<file path="src/rtl/alu_16bit.sv">
// alu_16bit: registered 16-bit ALU with 32 functions selected by FS.
//   FS[4]=0    : bitwise logic, FS[3:0] is the truth table indexed by {A[i],B[i]}
//   FS[4:3]=10 : arithmetic X + Y + c through one 17-bit adder
//   FS[4:3]=11 : single-bit shift left/right (FS[0] selects direction)
// Build option: define ALU16_SHR_CIN_EN to shift Cin into F[15] on shift right;
// otherwise shift right is logical (fill 0).
module alu_16bit (
  input  logic        clk,
  input  logic        rst_n,
  input  logic        en,
  input  logic        Cin,
  input  logic [15:0] A,
  input  logic [15:0] B,
  input  logic [4:0]  FS,
  output logic [15:0] F,
  output logic        Cout,
  output logic        Z,
  output logic        N,
  output logic        V
);

  logic [15:0] f_d, f_q;
  logic        cout_d, cout_q;
  logic        z_d, z_q;
  logic        n_d, n_q;
  logic        v_d, v_q;

  logic [3:0]  lut;
  logic [15:0] add_x, add_y;
  logic        add_c;
  logic [16:0] add_sum;
  logic        shr_fill;

`ifdef ALU16_SHR_CIN_EN
  assign shr_fill = Cin;
`else
  assign shr_fill = 1'b0;
`endif

  assign lut = FS[3:0];

  // Decode FS and compute the next result, carry and overflow
  always_comb begin
    f_d     = '0;
    cout_d  = 1'b0;
    v_d     = 1'b0;
    add_x   = A;
    add_y   = '0;
    add_c   = Cin;
    add_sum = '0;

    if (!FS[4]) begin
      for (int i = 0; i < 16; i++) begin
        f_d[i] = lut[{A[i], B[i]}];
      end
    end else if (!FS[3]) begin
      add_x = FS[0] ? ~A : A;
      unique case (FS[2:1])
        2'b00:   add_y = 16'h0000;
        2'b01:   add_y = 16'h0001;
        2'b10:   add_y = B;
        default: add_y = ~B;
      endcase
      // Negate (10001) forces the +1 regardless of Cin
      add_c   = (FS[2:0] == 3'b001) ? 1'b1 : Cin;
      add_sum = {1'b0, add_x} + {1'b0, add_y} + {16'h0000, add_c};
      f_d     = add_sum[15:0];
      cout_d  = add_sum[16];
      v_d     = (add_x[15] == add_y[15]) && (add_sum[15] != add_x[15]);
    end else begin
      if (!FS[0]) begin
        f_d    = {A[14:0], Cin};
        cout_d = A[15];
      end else begin
        f_d    = {shr_fill, A[15:1]};
        cout_d = A[0];
      end
    end
  end

  // Status flags follow the value being captured
  always_comb begin
    z_d = (f_d == 16'h0000);
    n_d = f_d[15];
  end

  // Output registers: async clear, capture only when enabled
  always_ff @(posedge clk or negedge rst_n) begin
    if (!rst_n) begin
      f_q    <= '0;
      cout_q <= 1'b0;
      z_q    <= 1'b0;
      n_q    <= 1'b0;
      v_q    <= 1'b0;
    end else if (en) begin
      f_q    <= f_d;
      cout_q <= cout_d;
      z_q    <= z_d;
      n_q    <= n_d;
      v_q    <= v_d;
    end
  end

  assign F    = f_q;
  assign Cout = cout_q;
  assign Z    = z_q;
  assign N    = n_q;
  assign V    = v_q;

endmodule

</file>
<file path="config.mk">
export PLATFORM = sky130hd
export DESIGN_NAME = alu_16bit
export DESIGN_NICKNAME = d
export VERILOG_FILES = /design/src/rtl/alu_16bit.sv
export SDC_FILE = /design/constraint.sdc
export NUM_CORES = 1
export LEC_CHECK = 0
export ABC_AREA = 1
export BUFFER_PORTS_ARGS = -buffer_cell sky130_fd_sc_hd__buf_2
export CAP_MARGIN = 40
export CORE_AREA = 2 2 88 90
export DETAILED_ROUTE_END_ITERATION = 16
export DIE_AREA = 0 0 90 92
export HOLD_SLACK_MARGIN = 0.05
export MAX_ROUTING_LAYER = met4
export PLACE_DENSITY = 0.65
export SYNTH_ARGS = -nofsm -noshare
export SYNTH_HDL_FRONTEND = slang
export SYNTH_SLANG_ARGS = --single-unit
</file>
<file path="constraint.sdc">
create_clock -name clk -period 1.02 [get_ports clk]
set_input_delay 0.153 -clock clk [delete_from_list [all_inputs] [get_ports clk]]
set_output_delay 0.153 -clock clk [all_outputs]
set_load 0.01 [all_outputs]
</file>
==> metrics.md <==
| Metric | Value |
|---|---|
| Status | finished with violations |
| Violated checks | setup timing |
| Setup TNS | -15.49 ns |
| Fin crit period | 2.07 ns |
| CP Launch Type | primary input |
| Crit path cell chain | buf_12 > buf_6 > a31o_4 > fa_2 > inv_2 > fa_2 > nand2_1 > nand3_2 > nand3_2 > nand2_2 > inv_2 > nor2_1 > nand2_1 > nor2_2 > nand3_1 > nor2_1 > nand4_1 > nand2_1 |
| Estimated wirelength of the detail-placed design | 8620 µm |
| Worst-path maximum fanout | 6 |
| Mapped cell area | 3180 µm² |
| H-tree depth | 1 |
| Hold endpoint | F[4] |
| Reg2Reg Depth | 2 |
| Ant diodes | 0 |
| Max Fclk | 0.484 GHz |
| CP max stage cell | fa_2 |
| Core Area | ~7400 µm² |
| Boundary Pins | 61 |
| Hold Crit Start | en |
| Ys Warns | 0 |
| Vias | 4,361 |
| CP most frequent cell | nand2_1 |
| First DRT Iteration DRCs | 203 |
| Mapped Nets | 636 |
| Slack of the critical path | -1.05 ns |
| Relative slew slack | 74.2% |
| Reg2Reg Launch Point | F[2] |
| Setup violators final | 19 |
| Antenna violations before repair | 0 |
| WL final | 11,800 µm |
| Final Skew | 0 ns |
| CP required | 1.21 ns |
| Cell family with most CP delay | simple AND/OR/NAND/NOR gates |
| Total grt overflow | 0 |
| Nets@finish | 800 |
| Sequential area share after synthesis | 15.0% |
| Max Cap Viol | 0 |
| Die width | 90 µm |
| Power density over cell area | ~900 nW/µm² |
| Static leakage | 2.77 nW |
| Gate Count Post-Synth | approximately 580 |
| Die H | around 92 µm |
| Largest net degree at the start of global routing | 34 |
| Buf+Inv Stages, Crit Path | 4 |
| R2r setup slk | about 0.32 ns |
| WHS Path Cells | 3 |
| Kind of critical path | primary input to register |
| Worst hold path type | primary input to register |
| Clock-pin slew on the worst setup and hold paths | 0.06 ns |
| CP max stage delay | 0.37 ns |
| TritonCTS Buffers | 3 |
| Std-Cell Rows | 32 |
| DRC | 0 |
| Root buffer cell | clkbuf_8 |
| DR vias/cell | 5.18 |
| Levels on crit path | 18 |
| Crit path capture type | register |
| P&R area growth vs syn | 64.7% |
| Final Hold Viols | 0 |
| Die area | 8280 µm² |
| Clock latency on the worst-skew pair | 0.25 ns |
| Library cells used by synthesis | 36 |
| Vias in the first global route | 4,089 |
| CTS tree | yes |
| Multi-input gate area | 2850 µm² |
| Global-route wire length before repair | 18,700 µm |
| Avg WL per Cell | 14.0 µm |
| Clk sinks | 19 |
| Filler cells | approximately 640 |
| Register Area | 475 µm² |
| GP Congestion | 0.932 |
| Slew Viols, Final | 0 |
| Syn Area/Cell | 5.51 µm² |
| Initial core utilization | 42.7% |
| Initial DRT Pass Iterations | 5 |
| Unrepaired setup endpoints after global routing | yes |
| Remaining antenna violation count | 0 |
| Post-layout util | 70.3% |
| Clock Path Buffers | 2 |
| Arr. time, crit path | 2.25 ns |
| Crit share post-route | 202% |
| Worst Max-Slew Pin Slew | 0.387 ns |
| Layout cell share with drive strength beyond 1 | 43.1% |
| R2r endpoint | F[2] |
| PortBufs | 60 |
| Tot GR Track Use | 28.0% |
| Worst vdd ir | 0.393 mV |
| Synthesized flop and latch total | 19 |
## stage by stage
step | std cells | power, mW | hold slack (ns) | instance area, µm² | setup WS [ns]
global placement | 820 | 3.34 | 0.0999 | 4380 | -1.34
CTS | 839 | 4.23 | 0.145 | 4880 | -0.963
detailed placement | 820 | 3.38 | 0.0986 | 4380 | -1.40
global route | 842 | 4.96 | 0.141 | 5240 | -1.09
finish | 842 | 4.61 | 0.149 | 5240 | -1.05
floorplan | 577 | 2.35 | -0.143 | 3300 | -1.23
## cells by family (layout without fill, tap and decap cells)
kind of cell	count (synthesis)	after routing	synth area share (%)
simple gates	328	328	42.9
buf+inv	102	265	13.7
compound gates	98	98	17.6
flops	19	19	15.0
fa+ha+maj	18	18	7.56
xor+xnor	12	12	3.31
## metal layers
metal	track usage (%)	vias up	wire [µm]
met5	-	-	0
met4	6.67	0	208
met3	2.47	21	523
met2	49.8	118	5920
met1	34.5	2040	5130
li1	-	2182	-
## worst register-to-register path, delay by kind of cell, from the launching register on
family / cells / cell delay (ns)
flops: 1 / 0.37
simple gates: 2 / 0.22
## power by group
group / switching (mW) / total (mW) / internal (mW)
registers: 0.0459 / 0.898 / 0.852
logic: 1.74 / 3.22 / 1.48
clock network: 0.218 / 0.494 / 0.277
## synthesized netlist by cell type (all sizes together)
cell type,n,area (µm²)
clkinv,1,3.75
a211oi,2,15.0
nand3b,6,45.0
fa,2,40.0
dlygate4sd1,1,8.76
a31oi,2,12.5
nor3,2,10.0
a21oi,31,155
o21a,1,7.51
clkbuf,7,26.3
nor2,55,219
xor2,11,96.3
inv,78,295
buf,15,103
nand4,6,37.5
dfrtp,19,475
o221ai,2,17.5
o21ai,40,200
xnor2,1,8.76
a21boi,1,7.51
nand2,217,835
and2,1,6.26
a31o,1,8.76
o211ai,17,128
ha,16,200
nand3,41,210
o31ai,1,7.51
## flip-flops by register name, summed over array words and instances, names as in the netlist
signal	count
Cout	1
F	16
V	1
Z	1
## how the worst max path moves through the flow
stage               end  startpoint  slack, ns
floorplan             Z       FS[0]      -1.23
global placement      Z       FS[0]      -1.34
detailed placement    Z       FS[0]      -1.40
CTS                   Z        B[0]      -0.96
global route          Z       FS[2]      -1.09
finish                Z       FS[0]      -1.05
## area by class of cell
| cell class | instances | share of cell area [%] |
|---|---|---|
| clock buffers | 4 | 0.860 |
| inverters | 79 | 5.90 |
| multi-input cells | 456 | 54.4 |
| repair buffers | 182 | 27.3 |
| well taps | 102 | 2.44 |
| flip-flops and latches | 19 | 9.08 |
## cell usage in the layout, fill, tap and decap left out, types with 7 or more instances in the layout
master,n
a21oi_1,19
a21oi_2,8
buf_12,7
buf_2,56
buf_4,100
buf_6,12
dfrtp_1,19
ha_1,7
ha_4,9
inv_1,63
inv_2,11
nand2_1,168
nand2_2,38
nand2_4,11
nand3_1,24
nand3_2,15
nor2_1,38
nor2_2,10
nor2_4,7
o211ai_1,17
o21ai_0,17
o21ai_1,16
o21ai_2,7
xor2_1,8
## repair_timing
| item | in CTS | in global routing |
|---|---|---|
| endpoints found under the setup margin | 19 | 19 |
| endpoints found under the hold margin | 19 | 0 |
| gates resized for setup | 87 | 85 |
| pin swaps | 39 | 33 |
| hold buffers | 1 | 0 |
| cloned | 2 | 0 |
| setup buffers | 14 | 6 |
Note: power is estimated with default switching activity, not from simulation.
